`config.mk`:
```
export PLATFORM = sky130hd
export DESIGN_NAME = audio_fifo_bridge
export DESIGN_NICKNAME = d
export VERILOG_FILES = /design/src/rtl/audio_fifo_bridge.sv
export SDC_FILE = /design/constraint.sdc
export NUM_CORES = 1
export LEC_CHECK = 0
export CELL_PAD_IN_SITES_DETAIL_PLACEMENT = 1
export CELL_PAD_IN_SITES_GLOBAL_PLACEMENT = 1
export CORE_AREA = 2 2 123 125
export DETAILED_ROUTE_END_ITERATION = 6
export DIE_AREA = 0 0 125 127
export HOLD_SLACK_MARGIN = 0.02
export PLACE_DENSITY_LB_ADDON = 0.1
export SYNTH_ARGS = -nofsm -noshare
export SYNTH_HDL_FRONTEND = slang
export SYNTH_SLANG_ARGS = --single-unit
```
`constraint.sdc`:
```
create_clock -name AMSCK -period 1.86 [get_ports AMSCK]
set_input_delay 0.279 -clock AMSCK [delete_from_list [all_inputs] [get_ports AMSCK]]
set_output_delay 0.279 -clock AMSCK [all_outputs]
set_load 0.01 [all_outputs]
```
`src/rtl/audio_fifo_bridge.sv`:
```
// audio_fifo_bridge: N-channel I2S <-> sample FIFO bridge on AMSCK.
// Optional counters: define AUDIO_FIFO_BRIDGE_STATS_EN to build ovf_cnt/udf_cnt.
module audio_fifo_bridge #(
  parameter int NCH          = 2,
  parameter int DATA_W       = 24,
  parameter int RD_LAT       = 1,
  parameter int UNDERRUN_HLD = 0,
  parameter int CNT_W        = 16
) (
  input  logic                  AMSCK,
  input  logic                  rst,
  input  logic [DATA_W-1:0]     adc_data,
  input  logic [NCH-1:0]        adc_valid,
  output logic [NCH-1:0]        wr_en,
  output logic [NCH*DATA_W-1:0] wr_data,
  input  logic [NCH-1:0]        wr_full,
  input  logic [NCH-1:0]        dac_rd,
  output logic [NCH-1:0]        rd_en,
  input  logic [NCH*DATA_W-1:0] rd_data,
  input  logic [NCH-1:0]        rd_empty,
  input  logic [NCH-1:0]        mute,
  output logic [NCH*DATA_W-1:0] dac_data,
  output logic [NCH-1:0]        dac_valid,
  output logic [NCH-1:0]        rd_collide,
  input  logic                  clr_stats,
  output logic [NCH*CNT_W-1:0]  ovf_cnt,
  output logic [NCH*CNT_W-1:0]  udf_cnt
);

  for (genvar c = 0; c < NCH; c++) begin : g_ch

    // Marker pipe: r_pipe flags an in-flight request, r_tag is 1 for DATA
    logic [RD_LAT-1:0] r_pipe;
    logic [RD_LAT-1:0] r_tag;
    logic [DATA_W-1:0] r_dac;
    logic              r_dv;
    logic              r_col;
    logic              w_pend;
    logic              w_acc;
    logic              w_done;
    logic              w_done_data;

    assign w_pend      = |r_pipe;
    assign w_acc       = dac_rd[c] & ~w_pend;
    assign w_done      = r_pipe[RD_LAT-1];
    assign w_done_data = r_tag[RD_LAT-1];

    // Capture path is purely combinational
    assign wr_en[c] = adc_valid[c] & ~wr_full[c];
    assign wr_data[c*DATA_W +: DATA_W] = adc_data;

    // FIFO pop only when an accepted request finds data
    assign rd_en[c] = w_acc & ~rd_empty[c];

    assign dac_data[c*DATA_W +: DATA_W] = r_dac;
    assign dac_valid[c]  = r_dv;
    assign rd_collide[c] = r_col;

    // Shift request markers along the read-latency pipe
    always_ff @(posedge AMSCK or posedge rst) begin
      if (rst) begin
        r_pipe <= '0;
        r_tag  <= '0;
      end else begin
        r_pipe[0] <= w_acc;
        r_tag[0]  <= w_acc & ~rd_empty[c];
        for (int k = 1; k < RD_LAT; k++) begin
          r_pipe[k] <= r_pipe[k-1];
          r_tag[k]  <= r_tag[k-1];
        end
      end
    end

    // Playback register update when a marker leaves the pipe
    always_ff @(posedge AMSCK or posedge rst) begin
      if (rst) begin
        r_dac <= '0;
        r_dv  <= 1'b0;
      end else begin
        r_dv <= w_done;
        if (w_done) begin
          if (mute[c]) begin
            r_dac <= '0;
          end else if (w_done_data) begin
            r_dac <= rd_data[c*DATA_W +: DATA_W];
          end else if (UNDERRUN_HLD == 0) begin
            r_dac <= '0;
          end
        end
      end
    end

    // Sticky flag for requests arriving while a read is in flight
    always_ff @(posedge AMSCK or posedge rst) begin
      if (rst) begin
        r_col <= 1'b0;
      end else if (clr_stats) begin
        r_col <= 1'b0;
      end else if (dac_rd[c] & w_pend) begin
        r_col <= 1'b1;
      end
    end

`ifdef AUDIO_FIFO_BRIDGE_STATS_EN
    localparam logic [CNT_W-1:0] CNT_ONE = CNT_W'(1);
    localparam logic [CNT_W-1:0] CNT_MAX = '1;

    logic [CNT_W-1:0] r_ovf;
    logic [CNT_W-1:0] r_udf;
    logic             w_ovf_inc;
    logic             w_udf_inc;

    assign w_ovf_inc = adc_valid[c] & wr_full[c];
    assign w_udf_inc = w_acc & rd_empty[c];

    assign ovf_cnt[c*CNT_W +: CNT_W] = r_ovf;
    assign udf_cnt[c*CNT_W +: CNT_W] = r_udf;

    // Saturating drop counter; clear beats increment
    always_ff @(posedge AMSCK or posedge rst) begin
      if (rst) begin
        r_ovf <= '0;
      end else if (clr_stats) begin
        r_ovf <= '0;
      end else if (w_ovf_inc && (r_ovf != CNT_MAX)) begin
        r_ovf <= r_ovf + CNT_ONE;
      end
    end

    // Saturating underrun counter; clear beats increment
    always_ff @(posedge AMSCK or posedge rst) begin
      if (rst) begin
        r_udf <= '0;
      end else if (clr_stats) begin
        r_udf <= '0;
      end else if (w_udf_inc && (r_udf != CNT_MAX)) begin
        r_udf <= r_udf + CNT_ONE;
      end
    end
`else
    assign ovf_cnt[c*CNT_W +: CNT_W] = '0;
    assign udf_cnt[c*CNT_W +: CNT_W] = '0;
`endif

  end

endmodule
```
==> run metrics <==
Cells after Synth 346; Worst Path Required 1.58 ns; Root Driver clkbuf_16; Clock Sinks 56; Comb power frac 17.9%; Core Rows 44; die area 0.0159 mm²; internal power 2060 µW; # IOs 253; Die Height 127 µm; final worst-path cycle share 90.5%; Power Dens Cells around 690 mW/mm²; fill cell count 1726; HPWL Detailed 5.34 mm; Initial DRC Count 58; Worst-path clk slew roughly 0.070 ns; grt total ovfl 0; CP Capture Type output pin; CORE AREA 0.0144 mm²; Leak 0.00172 µW; global-route wire length before repair 11.7 mm; synth unique cells 13; Vias ~2100; YS warnings 0; worst hold slack 0.305 ns; Routed WL per cell about 12 µm; drt pass-1 iters 4; Max stage delay on crit path between 0.4 and 0.5 ns; buffers and inverters on the worst path 2; width of the die between 100 and 150 µm; ratio of cells with drive above 1 in the final layout under 10%; # setup viols final 0; GP Congestion 0.657; Setup Skew 0.00524 ns; Final Hold Viols 0; CTS Buf Count 5; CTS tree yes; Yosys reg bits 56; RSZ-0062 raised after global routing no; pin count of the biggest net entering global routing 51; FF-to-FF Start g_ch[0].r_pipe; placed cells slightly below 600; CP max stage cell clkdlybuf4s50_1; shortest period the worst path allows ~1.7 ns; Max IR drop VDD 0.329 mV; maximum clock path buffer count 2; Worst Hold Class primary input to async pin; Port-buffer cells approximately 120; Net Switching approximately 710 µW; final antenna-violating net count 0; # hold bufs at CTS 0; fmax 594 MHz; effective utilization at floorplan 21.7%; clock power share 35.5%; Reg2Reg Depth 3; crit-path most repeated cell nor2b_1; cell family with most CP delay buffers and inverters; Post-Layout Cell Count 592; number of global-route vias before repair 2152; crit path DAT ~1.4 ns; Seq/Total Area, Yosys 44.8%; mean post-synth cell area between 9 and 10 µm²; worst-skew pair later-pin latency 0.30 ns; Final nets ~500; antenna violations before repair 0; Synth Cell Area 0.00313 mm²; Slew Limit Fails 0; crit path kind primary input to output pin; Register-to-Register Setup Slack 0.74 ns; antenna cell count 0; Detailed Route WL roughly 7.4 mm; outcome finished, final reports clean; Area Growth Syn to Fin 28.0%; Seq pwr share between 40% and 50%; TNS Setup 0 ns; routed vias/inst 3.55; total power 2770 µW; Switching Share 25.7%; FF-to-FF End g_ch[0].r_dac[13]; crit start category primary input; DRC 0; critical path fanouts, max 2; Overall Global Routing Usage 9.37%; max-cap viol count 0; Finished Core Util 27.8%; critical path cell sequence clkdlybuf4s50_1 > nor2b_1 > nor2b_1 > dlygate4sd2_1; htree depth 2
cells in the mapped netlist:
library cell / number / area, µm²
nor2_1: 2 / 7.51
dfrtp_1: 56 / 1400
o22ai_2: 1 / 12.5
a21oi_1: 2 / 10.0
conb_1: 1 / 3.75
inv_1: 49 / 184
o22ai_1: 47 / 294
nand2_1: 48 / 180
buf_6: 4 / 45.0
nand2b_1: 2 / 12.5
buf_2: 8 / 40.0
buf_4: 120 / 901
nor2b_1: 6 / 37.5
logic make-up (layout without fill, tap and decap cells):
kind of cell / after synthesis / count (layout) / synth area share, %
AO/OA/AOI/OAI: 50 / 50 / 10.1
AND/OR/NAND/NOR: 58 / 58 / 7.60
other: 1 / 64 / 0.120
flip-flops: 56 / 56 / 44.8
buffers and inverters: 181 / 180 / 37.4
per-layer routing:
| metal | track usage (%) | routed length (µm) | vias up |
|---|---|---|---|
| met1 | 11.2 | 3030 | 964 |
| met5 | 0 | 0 | - |
| met2 | 14.8 | 3420 | 106 |
| met4 | 3.14 | 100 | 0 |
| met3 | 4.56 | 809 | 10 |
| li1 | - | - | 1022 |
timing repair:
item                                    4_1_cts  5_1_grt
endpoints found under the setup margin        2        0
buffers inserted                              0        0
endpoints found under the hold margin         0        0
resized for setup                             2        0
how the worst max path moves through the flow:
stage	from	end	slack, ns	cells past startpoint
final	dac_rd[1]	rd_en[1]	0.18	4
after global routing	dac_rd[0]	rd_en[0]	0.08	4
after CTS	dac_rd[1]	rd_en[1]	0.14	4
after detailed placement	dac_rd[1]	rd_en[1]	-0.14	4
after global placement	dac_rd[1]	rd_en[1]	-0.13	4
after floorplan	rst	g_ch[0].r_col	0.21	1
final cells by class:
cell class	count	area [µm²]	share of cell area, %
Clock buffer	8	146	3.66
Inverter	49	184	4.59
Multi-Input combinational cell	172	795	19.8
Tap cell	184	230	5.75
Sequential cell	56	1400	35.0
Timing Repair Buffer	123	1250	31.2
registers in the layout (all words and copies together) (netlist names):
signal       flops
g_ch.r_dac      48
g_ch.r_col       2
g_ch.r_dv        2
g_ch.r_pipe      2
g_ch.r_tag       2
power groups by stage:
| stage | logic, µW | clock network [µW] | registers, µW |
|---|---|---|---|
| detailed placement | 504 | 0 | 1320 |
| global placement | 503 | 0 | 1310 |
| global route | 547 | 1080 | 1300 |
| finish | 494 | 982 | 1290 |
| CTS | 504 | 1040 | 1290 |
| floorplan | 421 | 0 | 1330 |
cell usage in the layout (no fill, tap or decap):
cell,netlist,final
a21oi_1,2,2
buf_12,0,3
buf_4,120,4
clkbuf_1,0,2
clkbuf_16,0,5
clkbuf_8,0,1
clkdlybuf4s50_1,0,114
conb_1,1,64
dfrtp_1,56,56
dlygate4sd2_1,0,2
inv_1,49,48
inv_2,0,1
nand2_1,48,48
nand2b_1,2,2
nor2_1,2,2
nor2b_1,6,6
o22ai_1,47,47
o22ai_2,1,1
metrics by stage:
stage	area [µm²]	setup WS, ns
4_1_cts	4010	0.144
6_report	4010	0.176
3_3_place_gp	3860	-0.130
3_5_place_dp	3860	-0.136
2_1_floorplan	3370	0.210
5_1_grt	4010	0.0810
(Power assumes the default switching activity.)
